File: src/rtl/cc_compare_pipe.sv
// Streaming comparator with MAX/MIN burst tracking; one registered result beat per compare or per burst (latency 1).
// Backpressure: single output register, input ready while the register is free or draining; non-last tracking beats always accepted.
module cc_compare_pipe #(
  parameter int NUMBER_DATAWIDTH  = 8,
  parameter int NUMBER_COUNTWIDTH = 8
) (
  input  logic                         CC_COMPARE_PIPE_CLOCK_50,
  input  logic                         CC_COMPARE_PIPE_RESET_InHigh,
  input  logic                         CC_COMPARE_PIPE_valid_In,
  output logic                         CC_COMPARE_PIPE_ready_Out,
  input  logic [NUMBER_DATAWIDTH-1:0]  CC_COMPARE_PIPE_dataA_InBUS,
  input  logic [NUMBER_DATAWIDTH-1:0]  CC_COMPARE_PIPE_dataB_InBUS,
  input  logic [2:0]                   CC_COMPARE_PIPE_mode_InBUS,
  input  logic                         CC_COMPARE_PIPE_signed_In,
  input  logic                         CC_COMPARE_PIPE_last_In,
  output logic                         CC_COMPARE_PIPE_valid_Out,
  input  logic                         CC_COMPARE_PIPE_ready_In,
  output logic                         CC_COMPARE_PIPE_result_Out,
  output logic [2:0]                   CC_COMPARE_PIPE_flags_OutBUS,
  output logic [NUMBER_DATAWIDTH-1:0]  CC_COMPARE_PIPE_extreme_OutBUS,
  output logic [NUMBER_COUNTWIDTH-1:0] CC_COMPARE_PIPE_count_OutBUS
);

  localparam int W = NUMBER_DATAWIDTH;
  localparam int C = NUMBER_COUNTWIDTH;
  localparam logic [C-1:0] COUNT_ONE = C'(1);

  typedef enum logic {IDLE, ACCUM} state_t;
  typedef struct packed {
    logic gt;
    logic eq;
    logic lt;
  } flags_t;

  // Sign- or zero-extend by one bit so a single signed compare covers both encodings.
  function automatic flags_t compareFlags(input logic [W-1:0] a, input logic [W-1:0] b,
                                          input logic isSigned);
    logic signed [W:0] ea;
    logic signed [W:0] eb;
    flags_t f;
    ea = {isSigned & a[W-1], a};
    eb = {isSigned & b[W-1], b};
    f.gt = (ea > eb);
    f.eq = (ea == eb);
    f.lt = (ea < eb);
    return f;
  endfunction

  state_t         state, stateNext;
  logic [W-1:0]   accExtreme;
  logic [C-1:0]   accCount;
  logic           accMin, accSigned;

  logic           validQ, resultQ;
  flags_t         flagsQ;
  logic [W-1:0]   extremeQ;
  logic [C-1:0]   countQ;

  logic           ready, accept, trackBeat, trackMin, trackSigned, emit, resultD;
  flags_t         flagsBeat, flagsAcc, flagsFinal, flagsD;
  logic [W-1:0]   newExtreme, extremeD;
  logic [C-1:0]   newCount, countD;

  // A non-last beat inside a burst never produces output, so it may pass a held result.
  assign ready = !CC_COMPARE_PIPE_RESET_InHigh &&
                 ((state == ACCUM && !CC_COMPARE_PIPE_last_In) || !validQ || CC_COMPARE_PIPE_ready_In);
  assign accept = CC_COMPARE_PIPE_valid_In && ready;

  always_comb begin
    stateNext   = state;
    trackBeat   = (state == ACCUM) || (CC_COMPARE_PIPE_mode_InBUS[2:1] == 2'b11);
    trackMin    = (state == ACCUM) ? accMin    : CC_COMPARE_PIPE_mode_InBUS[0];
    trackSigned = (state == ACCUM) ? accSigned : CC_COMPARE_PIPE_signed_In;
    flagsBeat   = compareFlags(CC_COMPARE_PIPE_dataA_InBUS, CC_COMPARE_PIPE_dataB_InBUS,
                               CC_COMPARE_PIPE_signed_In);
    flagsAcc    = compareFlags(accExtreme, CC_COMPARE_PIPE_dataA_InBUS, accSigned);
    newExtreme  = CC_COMPARE_PIPE_dataA_InBUS;
    newCount    = COUNT_ONE;
    if (state == ACCUM) begin
      // Ties keep the stored extreme; the value is identical either way.
      newExtreme = accExtreme;
      if (accMin ? flagsAcc.gt : flagsAcc.lt)
        newExtreme = CC_COMPARE_PIPE_dataA_InBUS;
      newCount = (&accCount) ? accCount : accCount + COUNT_ONE;
    end
    flagsFinal = compareFlags(newExtreme, CC_COMPARE_PIPE_dataB_InBUS, trackSigned);
    emit       = accept && (!trackBeat || CC_COMPARE_PIPE_last_In);

    resultD  = 1'b0;
    flagsD   = flagsBeat;
    extremeD = CC_COMPARE_PIPE_dataA_InBUS;
    countD   = COUNT_ONE;
    if (trackBeat) begin
      resultD  = trackMin ? flagsFinal.lt : flagsFinal.gt;
      flagsD   = flagsFinal;
      extremeD = newExtreme;
      countD   = newCount;
    end else begin
      case (CC_COMPARE_PIPE_mode_InBUS)
        3'b000:  resultD = flagsBeat.gt;
        3'b001:  resultD = flagsBeat.lt;
        3'b010:  resultD = flagsBeat.eq;
        3'b011:  resultD = !flagsBeat.eq;
        3'b100:  resultD = flagsBeat.gt || flagsBeat.eq;
        3'b101:  resultD = flagsBeat.lt || flagsBeat.eq;
        default: resultD = 1'b0;
      endcase
    end

    if (accept && trackBeat)
      stateNext = CC_COMPARE_PIPE_last_In ? IDLE : ACCUM;
  end

  always_ff @(posedge CC_COMPARE_PIPE_CLOCK_50) begin
    if (CC_COMPARE_PIPE_RESET_InHigh) begin
      state      <= IDLE;
      accExtreme <= '0;
      accCount   <= '0;
      accMin     <= 1'b0;
      accSigned  <= 1'b0;
      validQ     <= 1'b0;
      resultQ    <= 1'b0;
      flagsQ     <= '0;
      extremeQ   <= '0;
      countQ     <= '0;
    end else begin
      state <= stateNext;
      if (accept && trackBeat) begin
        accExtreme <= newExtreme;
        accCount   <= newCount;
        if (state == IDLE) begin
          accMin    <= CC_COMPARE_PIPE_mode_InBUS[0];
          accSigned <= CC_COMPARE_PIPE_signed_In;
        end
      end
      if (emit) begin
        validQ   <= 1'b1;
        resultQ  <= resultD;
        flagsQ   <= flagsD;
        extremeQ <= extremeD;
        countQ   <= countD;
      end else if (CC_COMPARE_PIPE_ready_In) begin
        validQ <= 1'b0;
      end
    end
  end

  assign CC_COMPARE_PIPE_ready_Out      = ready;
  assign CC_COMPARE_PIPE_valid_Out      = validQ;
  assign CC_COMPARE_PIPE_result_Out     = resultQ;
  assign CC_COMPARE_PIPE_flags_OutBUS   = flagsQ;
  assign CC_COMPARE_PIPE_extreme_OutBUS = extremeQ;
  assign CC_COMPARE_PIPE_count_OutBUS   = countQ;

endmodule

File: config.mk
export PLATFORM = sky130hd
export DESIGN_NAME = cc_compare_pipe
export DESIGN_NICKNAME = d
export VERILOG_FILES = /design/src/rtl/cc_compare_pipe.sv
export SDC_FILE = /design/constraint.sdc
export NUM_CORES = 1
export LEC_CHECK = 0
export BUFFER_PORTS_ARGS = -buffer_cell sky130_fd_sc_hd__buf_4
export CAP_MARGIN = 20
export CORE_ASPECT_RATIO = 1.25
export CORE_MARGIN = 1.5
export CORE_UTILIZATION = 40
export CTS_BUF_LIST = sky130_fd_sc_hd__clkbuf_16
export DETAILED_ROUTE_END_ITERATION = 7
export GPL_ROUTABILITY_DRIVEN = 0
export SYNTH_ARGS = -nofsm -noshare
export SYNTH_HDL_FRONTEND = slang
export SYNTH_SLANG_ARGS = --single-unit
File: constraint.sdc
create_clock -name CC_COMPARE_PIPE_CLOCK_50 -period 7.5 [get_ports CC_COMPARE_PIPE_CLOCK_50]
set_input_delay 0.375 -clock CC_COMPARE_PIPE_CLOCK_50 [delete_from_list [all_inputs] [get_ports CC_COMPARE_PIPE_CLOCK_50]]
set_output_delay 0.375 -clock CC_COMPARE_PIPE_CLOCK_50 [all_outputs]
set_load 0.02 [all_outputs]
# Yosys cells after proc, flatten, opt, wreduce, memory -nomap -nowiden
# Cells that the tools add are included.
# W data, S select, Z words.
[op_classes]
n_addsub = 1
magnitude_cmp = 6
n_eq_ne = 8
n_mux = 16
n_bitwise = 6
n_reduce_logical = 19
[ops]
columns = ["cell", "n"]
rows = [
  ["$mux W8", 6],
  ["$gt A9 B9 Y1", 3],
  ["$lt A9 B9 Y1", 3],
  ["$eq A9 B9 Y1", 2],
  ["$add A8 B1 Y8 const B", 1],
  ["$mux W1", 8],
  ["$reduce_and A8 Y1", 1],
  ["$and A1 B1 Y1", 6],
  ["$eq A3 B2 Y1 const B", 2],
  ["$eq A3 B3 Y1 const B", 2],
  ["$logic_or A1 B1 Y1", 6],
  ["$pmux W1 S6", 1],
  ["$logic_and A1 B1 Y1", 5],
  ["$logic_not A1 Y1", 5],
  ["$eq A3 B1 Y1 const B", 1],
  ["$logic_not A3 Y1", 1],
  ["$mux W3", 1],
  ["$eq A2 B2 Y1 const B", 1],
  ["$reduce_bool A2 Y1", 1],
]
[word_totals]
reg_bits = 40
elab_cells = 68

# Longest topological paths before layout
[depth]
word_depth = 9
depth_mapped = 19
ltp_nobuf = 19

# Worst setup path after synthesis
# OpenSTA, ideal clock, no wires.
[synth_timing]
path_kind = "input -> register"
start = "in CC_COMPARE_PIPE_dataA_InBUS[6]"
end = "reg resultQ (netlist: CC_COMPARE_PIPE_result_Out)"
setup_ns = 0.127
t_arrival_ns = 3.484
t_required_ns = 7.373
setup_slack_ns = 3.888
stages = 19
path_buffers = 0
cell_sequence = "inv_1 > ha_1 > a21o_2 > a21oi_1 > and3_1 > a32oi_2 > nor2_2 > mux2i_1 > inv_1 > ha_1 > nor2b_1 > o21a_1 > o21a_1 > o211ai_1 > a31oi_1 > o21ai_0 > a21oi_1 > nor4_2 > a211oi_2"
[synth_via]
word_cells_on_any_way = 17
[synth_lines]
columns = ["element", "line", "source"]
rows = [
  ["start: declaration", "11", "input logic [NUMBER_DATAWIDTH-1:0] CC_COMPARE_PIPE_dataA_InBUS,"],
  ["$lt A9 B9 Y1 / $gt A9 B9 Y1 (equally long branches)", "45, 43", ""],
  ["$mux W1 *", "82", "if (accMin ? flagsAcc.gt : flagsAcc.lt)"],
  ["$mux W8 *", "82", ""],
  ["$mux W8 *", "79", "if (state == ACCUM) begin"],
  ["net newExtreme[1]", "61", "logic [W-1:0] newExtreme, extremeD;"],
  ["$gt A9 B9 Y1 / $lt A9 B9 Y1 (equally long branches)", "43, 45", ""],
  ["$mux W1 *", "94", "resultD = trackMin ? flagsFinal.lt : flagsFinal.gt;"],
  ["$mux W1 *", "93", "if (trackBeat) begin"],
  ["end signal: assignment", "138", "resultQ <= resultD;"],
  ["end: declaration", "54", "logic validQ, resultQ;"],
]
# Mark *: on every way through the listed nets, which the timed path passes. The rest lies on a longest branch.
# A chain may end at the register's enable or synchronous reset.

# Final worst setup path
[layout_timing]
start = "reg accExtreme[2]"
end = "reg resultQ (netlist: CC_COMPARE_PIPE_result_Out)"
[layout_via]
word_cells_on_any_way = 10
[layout_lines]
columns = ["element", "line", "source"]
rows = [
  ["start: declaration", "50", "logic [W-1:0] accExtreme;"],
  ["start signal: assignment", "129", "accExtreme <= newExtreme;"],
  ["$lt A9 B9 Y1 / $gt A9 B9 Y1 (equally long branches)", "45, 43", ""],
  ["$mux W1 *", "82", ""],
  ["$mux W8 *", "82", ""],
  ["$mux W8 *", "79", ""],
  ["net newExtreme[1]", "61", ""],
  ["$gt A9 B9 Y1 / $lt A9 B9 Y1 (equally long branches)", "43, 45", ""],
  ["$mux W1 *", "94", ""],
  ["$mux W1 *", "93", ""],
]
# Marks and branches as above.

==> impl_metrics.toml <==
[clock_network]
cts_inserted_buffers = 5
ctsResizeCount = 0
cts-root-buf = "clkbuf_16"
postCtsSetupRepairBufs = 0
cts.sinks = 40
htree_levels = 2
cts_tree = "done"
clock_path_buffers = 2
clkTransAtPathRegs_ps = 60
worstSkewPairLatency_ps = 270
hold_buffers = 0

[synthesis]
synth_nets = 367
netlist_top_cells_area = "dfxtp_1 31%, ha_1 12%, mux2i_1 4.7%"
seq_area_frac_synth_pct = 31.2
synthCells = 317
synth-main-ff-cell = "dfxtp_1"
synth_cell_types = 49
synth-seq-cells = 40
synth-async-reset-ratio_pct = 0
yosys.area.top_type_share_pct = 31.2
syn_area_mm2 = 0.00257
synth_top_area_cell = "dfxtp_1"
yosysWarnings = 0
syn_area_per_cell_um2 = 8.10
synth-edff-count = 0

[layout]
multi_input_area_mm2 = 0.00162
regArea_um2 = 801
layout-drive-gt1-share_pct = 19.4
nets = 410
antenna_cells = 0
area_growth_pct = 21.6
fillers = 614

[timing]
period_minus_slack_ps = 3960
rsz0062_at_grt = "false"
worst_slack_ps = 3540
tightest_slew_ps = 724
slew_headroom_pct = 51.8
setup_viol_count_final = 0
fin_skew_ps = 3.17
fmaxAchievable_mhz = 253
hold_violations = 0
min_period_over_period_pct = 52.8
final.setup.tns_ps = 0
drv_slew = 0

[min_path]
hold_class = "in -> reg"

[grt]
track_usage_pct = 18.9
grt_pass1_wl_um = 10300
grt_max_degree = 27
grt_pass1_vias = 2253
grt-ovfl-total = 0
grt_antenna_before_repair = 0

[drt]
dr.pass1.iters = 4
wl_per_cell_um = 13.1
dr_total_vias = 2328
routed_wl_um = 5820
drt_iter0_drc = 101
drc = 0
via_per_inst = 5.23
antenna_left = 0

[power_and_ir_drop]
irDropWorstVdd_v = 0.000107
leakage_nw = 1.33
powerDensity_mw_per_mm2 = 173

[floorplan]
die_area_mm2 = 0.00691
io_pins = 47
rows = 32
coreArea_mm2 = 0.00621
die_h_um = 92.6
fp.dieW_um = 74.6
start_util_pct = 41.4

[placed_design]
post-dp-hpwl_um = 4690
pre_cts_slack_ps = 3320
numPortBuffers = 46

[flow_run]
drv_cap = 0

[worst_setup_path]
required_ps = 7650
path_class = "reg -> reg"
startpoint_type = "flip-flop"
cp.arrival_ps = 4110
end_kind = "flip-flop"
cp_max_fo = 8

[status]
status = "finished, final reports clean"
## cell usage after synthesis (all sizes together), types with 2 or more instances
cell and instances:
nand2b 2, nand4 6, nor3 3, o21ai 23
a211oi 9, o31ai 5, and3 6, xor2 3
a21o 2, a21oi 18, o21a 7, nor2 32
inv 27, nor2b 2, nand3b 2, nand3 21
xnor2 4, nand2 28, dfxtp 40, ha 25
mux2 3, a31o 2, nor3b 2, nor4 3
clkbuf 10, a31oi 3, mux2i 12, a22oi 3
## worst paths after layout
path                                    from                         endpoint  slack [ps]  cells past startpoint
min reg2reg  CC_COMPARE_PIPE_count_OutBUS[7]  CC_COMPARE_PIPE_count_OutBUS[7]         450                      2
max                            accExtreme[2]       CC_COMPARE_PIPE_result_Out        3540                     18
max reg2reg                    accExtreme[2]       CC_COMPARE_PIPE_result_Out        3540                     18
min            CC_COMPARE_PIPE_mode_InBUS[0]                           accMin         380                      3
## layout by cell type, fill, tap and decap left out, types with 3 or more instances in the layout
master     Yosys  routed
nand4_1        6       6
a21oi_1       18      18
a22oi_1        3       3
nor3_1         3       3
dfxtp_1       40      40
and3_1         5       5
o21a_1         7       7
buf_4          0      47
clkbuf_16      0       5
ha_1          25      25
o31ai_1        4       4
nand3_1       21      21
nand2_1       28      28
a211oi_1       8       8
o21ai_0       23      22
mux2_2         3       3
a31oi_1        3       3
xor2_1         3       3
nor2_1        31      31
xnor2_1        4       4
mux2i_1       12      12
inv_1         27      28
## where the power goes
part	switching [mW]	total [mW]	internal (mW)
logic	0.0646	0.114	0.0490
registers	0.00843	0.231	0.223
clock network	0.0755	0.195	0.119
## critical path, stage by stage (launching register included)
cell and delay (ps):
dfxtp_1 330, ha_1 280, o21ai_0 150, a21oi_1 60
o31ai_1 340, a32oi_2 150, nor2_2 470, mux2i_1 340
inv_1 70, ha_1 280, nor2b_1 130, o21a_1 160
o21a_1 170, o211ai_1 160, a31oi_1 140, o21ai_0 100
a21oi_1 120, nor4_2 310, a211oi_2 70
## metal layers
metal	vias to the layer above	GRT usage [%]	share of wire, %
met5	-	0	0
met4	0	5.45	1.6
met3	7	1.63	1.7
met2	33	32.2	49
met1	1067	24.8	48
li1	1221	-	-
## stage by stage
stage	instance area (µm²)	util, %	instances	power [mW]	hold slack [ps]
finish	3120	50.3	445	0.539	383
global route	3120	50.3	445	0.571	388
CTS	3120	50.3	445	0.545	382
detailed placement	2990	48.1	438	0.350	447
global placement	2990	48.1	438	0.349	439
floorplan	2570	-	317	0.308	470
## cell type report
type                       instances  share of cell area, %
multi-input combinational        238                   52.0
sequential                        40                   25.7
timing repair buffer              47                   11.3
clock buffer                       5                   4.01
tap                               85                   3.41
inverter                          28                   3.37
clock inverter                     2                  0.281
## registers in the layout, summed over array words and instances (netlist names)
signal	flops
accExtreme	8
accSigned	1
CC_COMPARE_PIPE_flags_OutBUS	3
accCount	8
CC_COMPARE_PIPE_result_Out	1
CC_COMPARE_PIPE_extreme_OutBUS	8
accMin	1
state	1
CC_COMPARE_PIPE_valid_Out	1
CC_COMPARE_PIPE_count_OutBUS	8
## logic make-up after synthesis
logic type | synth area share [%]
xor+xnor | 2.39
buf+inv | 5.75
simple gates | 21.6
fa+ha+maj | 12.2
flops | 31.2
mux | 6.00
compound gates | 20.9
(Power assumes the default switching activity.)
